[config.mk]
export PLATFORM = sky130hd
export DESIGN_NAME = instr_sequencer
export DESIGN_NICKNAME = d
export VERILOG_FILES = /design/src/rtl/instr_sequencer.sv
export SDC_FILE = /design/constraint.sdc
export NUM_CORES = 1
export LEC_CHECK = 0
export ABC_AREA = 1
export CAP_MARGIN = 40
export CORE_ASPECT_RATIO = 0.8
export CORE_MARGIN = 3
export CORE_UTILIZATION = 48
export DETAILED_ROUTE_END_ITERATION = 7
export PLACE_DENSITY = 0.85
export RECOVER_POWER = 100
export SETUP_SLACK_MARGIN = 0.02
export SLEW_MARGIN = 10
export SYNTH_ARGS = -nofsm -noshare
export SYNTH_HDL_FRONTEND = slang
export SYNTH_SLANG_ARGS = --single-unit
[constraint.sdc]
create_clock -name Clk -period 3.3 [get_ports Clk]
set_clock_uncertainty 0.2 [all_clocks]
set_input_delay 0.495 -clock Clk [delete_from_list [all_inputs] [get_ports Clk]]
set_output_delay 0.495 -clock Clk [all_outputs]
set_load 0.05 [all_outputs]
[src/rtl/instr_sequencer.sv]
`default_nettype none
// ============================================================================
//  Module      : instr_sequencer
//  Description : Four-state instruction sequencer that drives the register
//                file, ALU and write-back mux. It accepts one instruction
//                over a valid/ready handshake, decodes it, and reports
//                retirement, illegal encodings and a retired-instruction
//                count.
//  Revision    : 1.0  initial release
// ============================================================================
module instr_sequencer (
    input  logic        Clk,
    input  logic        Rst,
    input  logic        InstrValid,
    input  logic [31:0] Instr,
    output logic        InstrReady,
    output logic [4:0]  RR1,
    output logic [4:0]  RR2,
    output logic [4:0]  WR,
    output logic        WE,
    output logic [31:0] WD,
    output logic        MuxCtrl,
    output logic [3:0]  Op,
    output logic [4:0]  ShiftCount,
    output logic        Done,
    output logic        Illegal,
    output logic [15:0] RetireCount
);

    localparam logic [5:0] c_OPC_RTYPE = 6'h00;
    localparam logic [5:0] c_OPC_LI    = 6'h0F;

    typedef enum logic [1:0] {
        S_IDLE   = 2'd0,
        S_DECODE = 2'd1,
        S_EXEC   = 2'd2,
        S_WB     = 2'd3
    } state_t;

    state_t      state_q, state_d;
    logic        ready_q, ready_d;
    logic        we_q, we_d;
    logic        done_q, done_d;
    logic        illegal_q, illegal_d;
    logic [4:0]  rr1_q, rr1_d;
    logic [4:0]  rr2_q, rr2_d;
    logic [4:0]  wr_q, wr_d;
    logic [31:0] wd_q, wd_d;
    logic        mux_q, mux_d;
    logic [3:0]  op_q, op_d;
    logic [4:0]  sh_q, sh_d;
    logic [15:0] retire_q, retire_d;

    // Instruction fields
    logic [5:0]  opc_w;
    logic [4:0]  rs_w, rt_w, rd_w, shamt_w;
    logic [5:0]  funct_w;
    logic [15:0] imm_w;

    assign opc_w   = Instr[31:26];
    assign rs_w    = Instr[25:21];
    assign rt_w    = Instr[20:16];
    assign rd_w    = Instr[15:11];
    assign shamt_w = Instr[10:6];
    assign funct_w = Instr[5:0];
    assign imm_w   = Instr[15:0];

    // Decoded datapath settings for the word on Instr
    logic        dec_legal;
    logic [4:0]  dec_rr1, dec_rr2, dec_wr, dec_sh;
    logic [3:0]  dec_op;
    logic        dec_mux;
    logic [31:0] dec_wd;

    // Decode the incoming word so it can be captured on the accept edge,
    // making every datapath output already registered during DECODE.
    always_comb begin
        dec_legal = 1'b0;
        dec_rr1   = rs_w;
        dec_rr2   = rt_w;
        dec_wr    = rd_w;
        dec_op    = 4'd0;
        dec_sh    = shamt_w;
        dec_mux   = 1'b1;
        dec_wd    = 32'd0;
        case (opc_w)
            c_OPC_RTYPE: begin
                dec_legal = 1'b1;
                case (funct_w)
                    6'h20: dec_op = 4'd0;
                    6'h22: dec_op = 4'd1;
                    6'h24: dec_op = 4'd2;
                    6'h25: dec_op = 4'd3;
                    // Shifts route rt to both read ports so ALU input A
                    // carries the operand being shifted.
                    6'h00: begin dec_op = 4'd4; dec_rr1 = rt_w; end
                    6'h02: begin dec_op = 4'd5; dec_rr1 = rt_w; end
                    6'h03: begin dec_op = 4'd6; dec_rr1 = rt_w; end
                    6'h2B: dec_op = 4'd7;
                    6'h2A: dec_op = 4'd8;
                    default: dec_legal = 1'b0;
                endcase
            end
            c_OPC_LI: begin
                dec_legal = 1'b1;
                dec_rr1   = rt_w;
                dec_rr2   = rt_w;
                dec_wr    = rt_w;
                dec_op    = 4'd0;
                dec_sh    = 5'd0;
                dec_mux   = 1'b0;
                dec_wd    = {{16{imm_w[15]}}, imm_w};
            end
            default: dec_legal = 1'b0;
        endcase
    end

    // Next-state and next-output logic; datapath fields hold unless loaded.
    always_comb begin
        state_d   = state_q;
        ready_d   = 1'b0;
        we_d      = 1'b0;
        done_d    = 1'b0;
        illegal_d = 1'b0;
        rr1_d     = rr1_q;
        rr2_d     = rr2_q;
        wr_d      = wr_q;
        wd_d      = wd_q;
        mux_d     = mux_q;
        op_d      = op_q;
        sh_d      = sh_q;
        retire_d  = retire_q;
        case (state_q)
            S_IDLE: begin
                if (InstrValid) begin
                    state_d = S_DECODE;
                    if (dec_legal) begin
                        rr1_d = dec_rr1;
                        rr2_d = dec_rr2;
                        wr_d  = dec_wr;
                        wd_d  = dec_wd;
                        mux_d = dec_mux;
                        op_d  = dec_op;
                        sh_d  = dec_sh;
                    end else begin
                        illegal_d = 1'b1;
                    end
                end else begin
                    ready_d = 1'b1;
                end
            end
            S_DECODE: begin
                if (illegal_q) begin
                    state_d = S_IDLE;
                    ready_d = 1'b1;
                end else begin
                    state_d = S_EXEC;
                end
            end
            S_EXEC: begin
                state_d = S_WB;
                we_d    = 1'b1;
                done_d  = 1'b1;
            end
            S_WB: begin
                state_d  = S_IDLE;
                ready_d  = 1'b1;
                retire_d = retire_q + 16'd1;
            end
            default: begin
                state_d = S_IDLE;
                ready_d = 1'b1;
            end
        endcase
    end

    // State and output registers; reset aborts any instruction in flight.
    always_ff @(posedge Clk or posedge Rst) begin
        if (Rst) begin
            state_q   <= S_IDLE;
            ready_q   <= 1'b1;
            we_q      <= 1'b0;
            done_q    <= 1'b0;
            illegal_q <= 1'b0;
            rr1_q     <= 5'd0;
            rr2_q     <= 5'd0;
            wr_q      <= 5'd0;
            wd_q      <= 32'd0;
            mux_q     <= 1'b0;
            op_q      <= 4'd0;
            sh_q      <= 5'd0;
            retire_q  <= 16'd0;
        end else begin
            state_q   <= state_d;
            ready_q   <= ready_d;
            we_q      <= we_d;
            done_q    <= done_d;
            illegal_q <= illegal_d;
            rr1_q     <= rr1_d;
            rr2_q     <= rr2_d;
            wr_q      <= wr_d;
            wd_q      <= wd_d;
            mux_q     <= mux_d;
            op_q      <= op_d;
            sh_q      <= sh_d;
            retire_q  <= retire_d;
        end
    end

    assign InstrReady  = ready_q;
    assign WE          = we_q;
    assign Done        = done_q;
    assign Illegal     = illegal_q;
    assign RR1         = rr1_q;
    assign RR2         = rr2_q;
    assign WR          = wr_q;
    assign WD          = wd_q;
    assign MuxCtrl     = mux_q;
    assign Op          = op_q;
    assign ShiftCount  = sh_q;
    assign RetireCount = retire_q;

endmodule
`default_nettype wire

# Word level (Yosys, flattened, before mapping)
# Cells that the tools add are included.
# totals
regBits	78
input_bits	35
output_inout_bits	77
elab_cells	52
# classes
n_addsub	1
n_eq_ne	13
mux	20
reduce_logical	6
# op_table
cell	count
== test 6 bit (second input constant)	6
2-to-1 mux 32 bit	1
one-hot mux 4 bit (8 select lines)	1
adder 16 x 1 -> 16 bit (second input constant)	1
2-to-1 mux 5 bit	3
== test 6 x 2 -> 1 bit (second input constant)	2
zero test 6 bit	2
one-hot mux 5 bit (2 select lines)	1
OR reduction 9 bit	1
2-to-1 mux 1 bit	8
one-hot mux 2 bit (4 select lines)	1
== test 6 x 4 -> 1 bit (second input constant)	1
== test 2 bit (second input constant)	2
2-to-1 mux 2 bit	2
2-to-1 mux 4 bit	1
one-hot mux 1 bit (3 select lines)	1
AND reduction 3 bit	1
OR reduction 3 bit	1
== test 2 x 1 -> 1 bit (second input constant)	1
zero test 2 bit	1
!= test 2 bit (second input constant)	1
one-hot mux 1 bit (2 select lines)	1

# Logic depth before layout (Yosys ltp)
# Gate-level depths: netlist of the first run.
# depth
ltp_word	7
depth_mapped	11
ltp_nobuf	10

# Least setup slack after synthesis of the first run
# Ideal clock, no wire load.
# synth_path
kind	flip-flop to flip-flop
start	reg retire_q[1], in the netlist RetireCount[1]
end	reg retire_q[14], in the netlist RetireCount[14]
setup_time_ns	0.120
t_arrival_ns	1.756
t_required_ns	2.980
setup_slack_ns	1.225
path_stages_with_launch	11
path_buffers	0
synth_period_minus_slack_ns	2.075
path_cell_list	dfrtp_1 > ha_1 > inv_1 > nor2_2 > nand3_1 > nor2_2 > nand2_2 > nor3_4 > nand3_1 > nand2_1 > nand2_1
# synth_via
elab_chain_len	1
# synth_lines
element	line	text
from (decl)	52	logic [15:0] retire_q, retire_d;
from (signal assigned)	206	retire_q <= retire_d;
adder 16 x 1 -> 16 bit	168	retire_d = retire_q + 16'd1;
# Every way passes these cells.
# A chain may end at the register's enable or synchronous reset.

# Worst setup path after layout of the first run
# layout_path
start	in Instr[1]
end	reg rr1_q[0], in the netlist RR1[0]
# layout_via
elab_chain_len	5
word_cells_on_any_way	16
# layout_lines
element	line	text
from (decl)	15	input logic [31:0] Instr,
== test 6 bit, or another cell as far along	89	case (funct_w)
OR reduction 9 bit (no line)	n/a	
2-to-1 mux 1 bit	89	
one-hot mux 1 bit (2 select lines)	86	case (opc_w)
AND reduction 3 bit (no line)	n/a	
to (signal assigned)	199	rr1_q <= rr1_d;
to (decl)	45	logic [4:0] rr1_q, rr1_d;
# Several ways; a longest one is shown, not always the timed one.

==> results of run 1 <==
==> sequential cells by signal (all words and copies together), names as in the netlist, named ones only <==
register and cells:
ShiftCount 5, state_q 1, InstrReady 1, Done 1, RetireCount 16, RR2 5, Illegal 1, MuxCtrl 1
WR 5, WD 16, RR1 5, Op 4
==> cells in the mapped netlist, types with 2 or more instances <==
| cell type | instances |
|---|---|
| xnor2_1 | 2 |
| o21ai_0 | 11 |
| buf_4 | 18 |
| nand3_4 | 2 |
| nand3_1 | 25 |
| inv_1 | 62 |
| nor2_1 | 26 |
| nand2_2 | 4 |
| nand4_1 | 10 |
| nor2_2 | 5 |
| dfrtp_1 | 61 |
| o21ai_1 | 24 |
| inv_2 | 2 |
| a21oi_1 | 2 |
| xor2_1 | 12 |
| buf_2 | 7 |
| nand2_1 | 115 |
==> layout make-up <==
class | instances | share of cell area, %
flip-flops and latches | 62 | 35.0
multi-input cells | 249 | 26.9
repair buffers | 114 | 25.8
inverters | 64 | 5.41
clock buffers | 10 | 3.10
well taps | 81 | 2.28
clock inverters | 6 | 1.55
==> logic make-up after synthesis <==
| group | after synthesis | synth area share [%] |
|---|---|---|
| and+or+nand+nor | 194 | 27.4 |
| DFF | 62 | 48.5 |
| xor gates and xnor gates | 14 | 3.83 |
| AOI/OAI and AO/OA | 39 | 6.26 |
| adders and majority gates | 1 | 0.391 |
| buffers and inverters | 91 | 13.3 |
| muxes | 1 | 0.352 |
==> final timing paths <==
path / from / slack [ns] / end
setup / recovery: Instr[1] / 0.70 / RR1[0]
hold / removal: RetireCount[15] / 0.27 / RetireCount[15]
setup reg to reg: RetireCount[0] / 1.11 / RetireCount[14]
hold reg to reg: RetireCount[15] / 0.27 / RetireCount[15]
max in group asynchronous: Rst / 0.78 / WD[13]
min in group asynchronous: Rst / 0.79 / RetireCount[0]
==> metal layers <==
layer / vias up / global-route usage [%]
met4: 0 / 5.81
met2: 116 / 38.6
met3: 10 / 6.32
met5: - / 0
met1: 1375 / 29.3
li1: 1427 / -
==> critical path: stages <==
cell	delay (ns)
dlygate4sd3_1	0.65
clkinv_1	0.12
nor2_1	0.17
nand3_1	0.15
nand2_1	0.09
inv_1	0.06
nand3_4	0.12
nand3_4	0.29
buf_12	0.29
nor2_1	0.12
nor2_1	0.06
==> metrics by stage <==
stage | hold slack, ns | area (um^2) | std cells
after floorplan | 0.272 | 3200 | 402
after global placement | 0.259 | 4280 | 570
after detailed placement | 0.274 | 4280 | 570
after CTS | 0.274 | 4480 | 586
after global routing | 0.309 | 4440 | 586
final | 0.271 | 4440 | 586
==> power by group through the flow <==
stage          combinational, mW  sequential [mW]  clock, mW
5_1_grt                    0.633            0.916      0.748
6_report                   0.588            0.903      0.700
4_1_cts                    0.628            0.907      0.708
3_5_place_dp               0.622            0.922          0
2_1_floorplan              0.197             1.12          0
3_3_place_gp               0.604            0.914          0
==> results.md, run 1 <==
- Wire length on met1: 3.46 mm
- Commonest non-fill, non-tap cell in the layout: nand2_1
- Worst-Skew Late Latency: 0.35 ns
- GPL Wtd Cong: 0.876
- Sequential fraction of the synthesis area: 48.5%
- CTS H-tree lvls: 3
- Nets: 536
- Power density cells: 494 nW/um^2
- Post-CTS Setup Repair Bufs: 0
- Setup slack after layout: 0.700 ns
- Tightest Pin Transition: 1.39 ns
- Comb power frac: 26.8%
- Antenna violations before repair: 0
- Share of layout cells above drive strength 1: 6.14%
- Worst Setup End Kind: flip-flop
- Synth Cell Area: 3200 um^2
- Critical Path Fanout Max: 38
- TNS Setup: 0 ns
- Library cells used by synthesis: 31
- Max Freq: 385 MHz
- Top area cells in the synthesized netlist: dfrtp_1 (48%), nand2_1 (13%), inv_1 (7.3%)
- Total nets after synthesis: 438
- Post-synth EDFFs: 0
- Internal power: 1.40 mW
- Total GRT Usage: 22.8%
- Grt total ovfl: 0
- Total CTS buffers: 9
- IR drop worst, VDD: 246 uV
- R2r worst-path depth: 10
- Final cycle utilization of the critical path: 78.8%
- MaxCap Viol Count: 0
- WP data required: 3.34 ns
- Flop pwr share: 41.2%
- First-pass DRT Iterations: 5
- Sw frac: 36.1%
- CTS sink count: 62
- Root Driver: clkbuf_8
- Die Ht: 79.0 um
- Largest area contributor in the netlist: dfrtp_1
- CP startpoint kind: primary input
- Final Setup Violations: 0
- Clock share of power: 32.0%
- Crit path kind: in2reg
- FP Rows: 25
- Top FF cell, synth: dfrtp_1
- Clock tree from TritonCTS: yes
- Hold Violations, Final: 0
- Fraction of registers with async set/reset: 100%
- Design Power: 2.19 mW
- Drt drc: 0
- Largest net degree at the start of global routing: 39
- Layout filler cell count: 459
- Vias/cell: 5.00
- Pre-CTS WS: 0.424 ns
- Reg area: 1550 um^2
- Syn avg cell area: 7.96 um^2
- Post-Route Utilization: 72.0%
- Wire length per cell: 14.0 um
- Die ar.: 7690 um^2
- Status: completed
- Diodes inserted: 0
- Top Metal Used: met4
- Initial DRC Count: 124
- Cts hold-fix bufs: 0
- CTS max path bufs: 2
- Mapped Cells: 402
- Antenna Nets Post-Route: 0
- Met2 wire len: 3.97 mm
- Vias in the first global route: 2903
- Footprint of the multi-input gates: 1190 um^2
- WL met3: 645 um
- Crit path time final: 2.60 ns
- Die width: 97.3 um
- Synth Register Bits: 62
- Core area: 6160 um^2
- Via count: 2928
- First-pass GRT wire length: 14.0 mm
- Initial Util: 51.9%
- Slew Limit Fails: 0
- Worst rel slew slack: 7.45%
- IO Port Bufs: 111
- Clock-pin slew on the worst setup and hold paths: 0.07 ns
- NetSw: 0.792 mW
- Hold path cells: 1
- Unrepaired setup endpoints after global routing: no
- Most frequent cells in the layout: nand2_1 (117), dlygate4sd3_1 (80), inv_1 (62)
- # IOs: 112
- Total Wirelength: 8.20 mm
- Worst min-delay path class: reg2reg
- Leak: 2.40 nW
- Yosys Warn Count: 0
- Area grow syn2layout: 38.7%
- Cts repair resizes: 0
- Post-synth top area share: 47.7%
- Critical path arrival: 2.64 ns
- Final HPWL DP: 5.98 mm
No activity file was read; power rests on OpenSTA's default activity.
==> run 2: changes to the inputs <==
--- a/config.mk
+++ b/config.mk
@@ -9,9 +9,9 @@
 export CAP_MARGIN = 40
 export CORE_ASPECT_RATIO = 0.8
 export CORE_MARGIN = 3
-export CORE_UTILIZATION = 48
+export CORE_UTILIZATION = 45
 export DETAILED_ROUTE_END_ITERATION = 7
-export PLACE_DENSITY = 0.85
+export PLACE_DENSITY = 0.81
 export RECOVER_POWER = 100
 export SETUP_SLACK_MARGIN = 0.02
 export SLEW_MARGIN = 10
==> constraint.sdc (replaced) <==
create_clock -name Clk -period 2.4 [get_ports Clk]
set_clock_uncertainty 0.2 [all_clocks]
set_input_delay 0.36 -clock Clk [delete_from_list [all_inputs] [get_ports Clk]]
set_output_delay 0.36 -clock Clk [all_outputs]
set_load 0.05 [all_outputs]
==> run 2 against run 1 <==
  * Setup slack got worse by 0.59 ns
  * Clock power is 29% higher
  * Via count rose by 0.79%
  * Sequential power increased by 37%
  * Core utilization is 4.2 points lower
  * Register-to-register slack got worse by 0.66 ns
  * Cell area rose by 1.5%
  * Wire length grew 3.2%
  * Critical endpoint is now InstrReady
==> results.md, run 2 (synthesized netlist as in run 1, its figures left out) <==
- Status: completed
- Critical path arrival: 1.73 ns (-0.91 ns)
- RR Endpoint: RetireCount[14]
- Wire length per cell: 14.1 um (+1.1%)
- Unrepaired setup endpoints after global routing: no
- Most frequent cells in the layout: nand2_1 (117), dlygate4sd3_1 (63), inv_1 (62)
- CP max stage delay: 0.87 ns (+0.22 ns)
- TNS Setup: 0 ns (unchanged)
- CTS sink count: 62 (unchanged)
- Grt total ovfl: 0 (unchanged)
- R2r worst-path depth: 10 (unchanged)
- Max Freq: 436 MHz
- Die width: 100 um (+3.1%)
- Design Power: 2.95 mW (+34%)
- Crit-path cells: dlygate4sd3_1
- First-pass GRT wire length: 13.7 mm (-2.0%)
- Total Wirelength: 8.46 mm (+3.2%)
- Via count: 2951 (+0.79%)
- Total CTS buffers: 9 (unchanged)
- Final HPWL DP: 6.34 mm (+6.0%)
- Area grow syn2layout: 40.7%
- Final cycle utilization of the critical path: 95.5%
- IR drop worst, VDD: 363 uV (+48%)
- Die Ht: 81.4 um (+3.0%)
- Worst setup endpoint: InstrReady
- Crit path max-delay family: buffers and inverters
- Vias in the first global route: 2906 (+0.10%)
- Vias/cell: 4.93 (-1.2%)
- # IOs: 112 (unchanged)
- Cts hold-fix bufs: 0 (unchanged)
- MaxCap Viol Count: 0 (unchanged)
- Crit path kind: reg2out
- IO Port Bufs: 111 (unchanged)
- Critical Path Fanout Max: 1 (-97%)
- Worst R2R Start: RetireCount[1]
- Largest net degree at the start of global routing: 31 (-21%)
- Worst setup path start: InstrReady
- Die ar.: 8170 um^2 (+6.2%)
- Initial DRC Count: 190 (+53%)
- Clock-pin slew on the worst setup and hold paths: 0.07 ns (about the same)
- Crit path time final: 2.29 ns
- Antenna violations before repair: 0 (unchanged)
- Placed Area: 4370 um^2 (+2.3%)
- Hold slack: 0.262 ns (-0.00831 ns)
- WP data required: 1.84 ns (-1.50 ns)
- Post-Route Utilization: 67.9% (-4.2 points)
- Drt drc: 0 (unchanged)
- Worst min-delay path class: reg2reg
- Core area: 6640 um^2 (+7.7%)
- Total GRT Usage: 21.7% (-1.1 points)
- Worst rel slew slack: 41.9% (+34 points)
- Slowest CP cell: dlygate4sd3_1
- Power density cells: 654 nW/um^2 (+33%)
- Initial Util: 48.2% (-3.7 points)
- Nets: 545 (+1.7%)
- Antenna Nets Post-Route: 0 (unchanged)
- FP Rows: 26 (+4.0%)
- Final Setup Violations: 0 (unchanged)
- Final non-filler cell area: 4500 um^2 (+1.5%)
- Share of layout cells above drive strength 1: 7.78% (+1.6 points)
- Hold Violations, Final: 0 (unchanged)
- Critical path depth in cells: 1 (-10)
- Commonest non-fill, non-tap cell in the layout: nand2_1
- Clock tree from TritonCTS: yes
- Worst Setup End Kind: output pin
- Worst-Skew Late Latency: 0.34 ns (about the same)
- Tightest Pin Transition: 0.872 ns (-0.515 ns)
- CP startpoint kind: flip-flop
- Diodes inserted: 0 (unchanged)
- GPL Wtd Cong: 0.920 (+5.0%)
- Root Driver: clkbuf_8
- Leak: 2.48 nW (+3.3%)
- Slew Limit Fails: 0 (unchanged)
- First-pass DRT Iterations: 5 (unchanged)
- R2r setup slk: 0.45 ns (-0.66 ns)
- CTS max path bufs: 2 (unchanged)
- Crit path buf inv count: 1 (-3)
- CTS H-tree lvls: 3 (unchanged)
-- run 2: metrics by stage --
step,std cells,worst slack [ns]
6_report,598,0.108
4_1_cts,598,0.158
3_5_place_dp,582,0.0136
3_3_place_gp,582,0.130
2_1_floorplan,402,0.300
5_1_grt,598,0.0736
-- run 2: repair_timing --
item | 4_1_cts | 5_1_grt
resized for setup | 17 | 0
buffers inserted | 0 | 0
endpoints found under the setup margin | 17 | 0
-- run 2: cell type report --
cell class | instances | area [um^2]
fillers | 548 | 2130
well taps | 84 | 105
inverters | 64 | 240
flip-flops and latches | 62 | 1550
repair buffers | 123 | 1210
clock buffers | 10 | 128
multi-input cells | 249 | 1200
clock inverters | 6 | 61.3
-- run 2: report_power, final --
| group | leakage (nW) | switching (mW) | internal (mW) |
|---|---|---|---|
| sequential | 0.795 | 0.0844 | 1.15 |
| combinational | 1.59 | 0.544 | 0.261 |
| clock | 0.0964 | 0.428 | 0.478 |
-- run 2: how the worst min path moves through the flow --
| stage | from | end | slack [ns] | cells past startpoint |
|---|---|---|---|---|
| after floorplan | InstrValid | InstrReady | 0.23 | 1 |
| after global placement | RetireCount[15] | RetireCount[15] | 0.26 | 1 |
| after detailed placement | RetireCount[15] | RetireCount[15] | 0.26 | 1 |
| after CTS | Rst | RetireCount[0] | 0.12 | 2 |
| after global routing | RetireCount[15] | RetireCount[15] | 0.28 | 1 |
| final | RetireCount[15] | RetireCount[15] | 0.26 | 1 |
-- run 2: per-layer routing --
layer | vias up | track usage [%] | part of all wire [%]
met5 | - | 0 | 0
met4 | 0 | 5.79 | 0.98
met3 | 8 | 7.39 | 8.4
met2 | 135 | 36.4 | 47
met1 | 1368 | 27.2 | 44
li1 | 1440 | - | -
==> run 3: changes to the inputs <==
--- a/config.mk
+++ b/config.mk
@@ -12,7 +12,7 @@
 export CORE_UTILIZATION = 45
 export DETAILED_ROUTE_END_ITERATION = 7
 export PLACE_DENSITY = 0.81
-export RECOVER_POWER = 100
+export RECOVER_POWER = 25
 export SETUP_SLACK_MARGIN = 0.02
 export SLEW_MARGIN = 10
 export SYNTH_ARGS = -nofsm -noshare
==> run 3 against run 2 <==
  * Maximum frequency is 3.0% higher
  * Cell area is 0.33% higher
  * Final cell count stayed put
==> results.md, run 3 (synthesized netlist as in run 1, its figures left out) <==
- Status: completed
- CTS H-tree lvls: 3 (unchanged)
- Initial DRC Count: 168 (-12%)
- Final Setup Violations: 0 (unchanged)
- IO Port Bufs: 111 (unchanged)
- Die Ht: 81.4 um (unchanged)
- Critical Path Fanout Max: 1 (unchanged)
- Slowest CP cell: clkdlybuf4s50_1
- Hold Violations, Final: 0 (unchanged)
- Die ar.: 8170 um^2 (unchanged)
- Clock-pin slew on the worst setup and hold paths: 0.07 ns (about the same)
- Leak: 2.35 nW (-5.5%)
- GPL Wtd Cong: 0.920 (unchanged)
- Power density cells: 662 nW/um^2 (+1.2%)
- Share of layout cells above drive strength 1: 8.75% (+0.97 points)
- Grt total ovfl: 0 (unchanged)
- WP data required: 1.84 ns (about the same)
- Largest net degree at the start of global routing: 31 (unchanged)
- Crit path buf inv count: 1 (unchanged)
- Commonest non-fill, non-tap cell in the layout: nand2_1
- Worst Setup End Kind: output pin
- First-pass DRT Iterations: 5 (unchanged)
- Vias in the first global route: 2906 (unchanged)
- Vias/cell: 4.90 (-0.61%)
- Antenna violations before repair: 0 (unchanged)
- # IOs: 112 (unchanged)
- Tightest Pin Transition: 0.910 ns (+0.0385 ns)
- Design Power: 2.99 mW (+1.6%)
- Root Driver: clkbuf_8
- Cts repair resizes: 17 (unchanged)
- Post-CTS Setup Repair Bufs: 0 (unchanged)
- FP Rows: 26 (unchanged)
- TNS Setup: 0 ns (unchanged)
- Total GRT Usage: 21.7% (unchanged)
- Critical path arrival: 1.67 ns (-0.06 ns)
- Unrepaired setup endpoints after global routing: no
- Final HPWL DP: 6.34 mm (unchanged)
- Max Freq: 449 MHz (+3.0%)
- Crit path time final: 2.23 ns (-0.0664 ns)
- Core area: 6640 um^2 (unchanged)
- Via count: 2933 (-0.61%)
- Drt drc: 0 (unchanged)
- Final cycle utilization of the critical path: 92.7% (-2.8 points)
- Total Wirelength: 8.51 mm (+0.59%)
- Nets: 545 (unchanged)
- MaxCap Viol Count: 0 (unchanged)
- CTS max path bufs: 2 (unchanged)
- Cts hold-fix bufs: 0 (unchanged)
- CTS sink count: 62 (unchanged)
- Most frequent cells in the layout: nand2_1 (116), clkdlybuf4s50_1 (92), inv_1 (62)
- Worst rel slew slack: 39.3% (-2.6 points)
- Worst-Skew Late Latency: 0.34 ns (about the same)
- Worst min-delay path class: reg2reg
- Crit path max-delay family: buffers and inverters
- First-pass GRT wire length: 13.7 mm (unchanged)
- Crit-path cells: clkdlybuf4s50_1
- CP startpoint kind: flip-flop
- Wire length per cell: 14.2 um (+0.59%)
- Crit path kind: reg2out
- Total CTS buffers: 9 (unchanged)
- Diodes inserted: 0 (unchanged)
- Antenna Nets Post-Route: 0 (unchanged)
- Hold slack: 0.270 ns (+0.00733 ns)
- IR drop worst, VDD: 384 uV (+5.8%)
- Slew Limit Fails: 0 (unchanged)
- Clock tree from TritonCTS: yes
- CP max stage delay: 0.80 ns (-0.07 ns)
- Die width: 100 um (unchanged)
- Initial Util: 48.2% (unchanged)
- Area grow syn2layout: 41.2%
[run 3: cell count changes in the layout (fill, tap and decap cells not counted), sizes merged]
cell,before,now
clkdlybuf4s50,31,92
dlygate4sd3,63,2
[run 3: report_power, final]
group          switching, mW  leakage, nW  internal (mW)
clock network          0.426       0.0964          0.478
logic                  0.552         1.45          0.295
registers             0.0890        0.795           1.15
[run 3: cell type report]
class / instances / area [um^2]
Multi-Input combinational cell: 249 / 1220
Sequential cell: 62 / 1550
Tap cell: 84 / 105
Clock inverter: 6 / 61.3
Inverter: 64 / 240
Clock buffer: 10 / 128
Timing Repair Buffer: 123 / 1210
Fill cell: 543 / 2120
[run 3: path summary, 6_finish.rpt]
kind	from	endpoint	slack, ns	cells past startpoint
max	InstrReady	InstrReady	0.17	1
min	RetireCount[15]	RetireCount[15]	0.27	1
max reg2reg	state_q[0]	RetireCount[13]	0.55	7
min reg2reg	RetireCount[15]	RetireCount[15]	0.27	1
max in group asynchronous	Rst	WD[1]	0.41	3
min in group asynchronous	Rst	RetireCount[1]	0.34	2
[run 3: metal layers]
| metal | GRT usage [%] | routed length, um |
|---|---|---|
| met1 | 27.2 | 3740 |
| met5 | 0 | 0 |
| met3 | 7.39 | 683 |
| met2 | 36.4 | 3990 |
| met4 | 5.79 | 103 |
[run 3: through the flow]
step                cells  utilization [%]  area, um^2  worst slack (ns)
floorplan             402                -        3200             0.300
global placement      582             65.9        4370             0.130
detailed placement    582             65.9        4370            0.0136
CTS                   598             68.4        4540             0.158
global route          598             68.1        4520             0.138
finish                598             68.1        4520             0.175
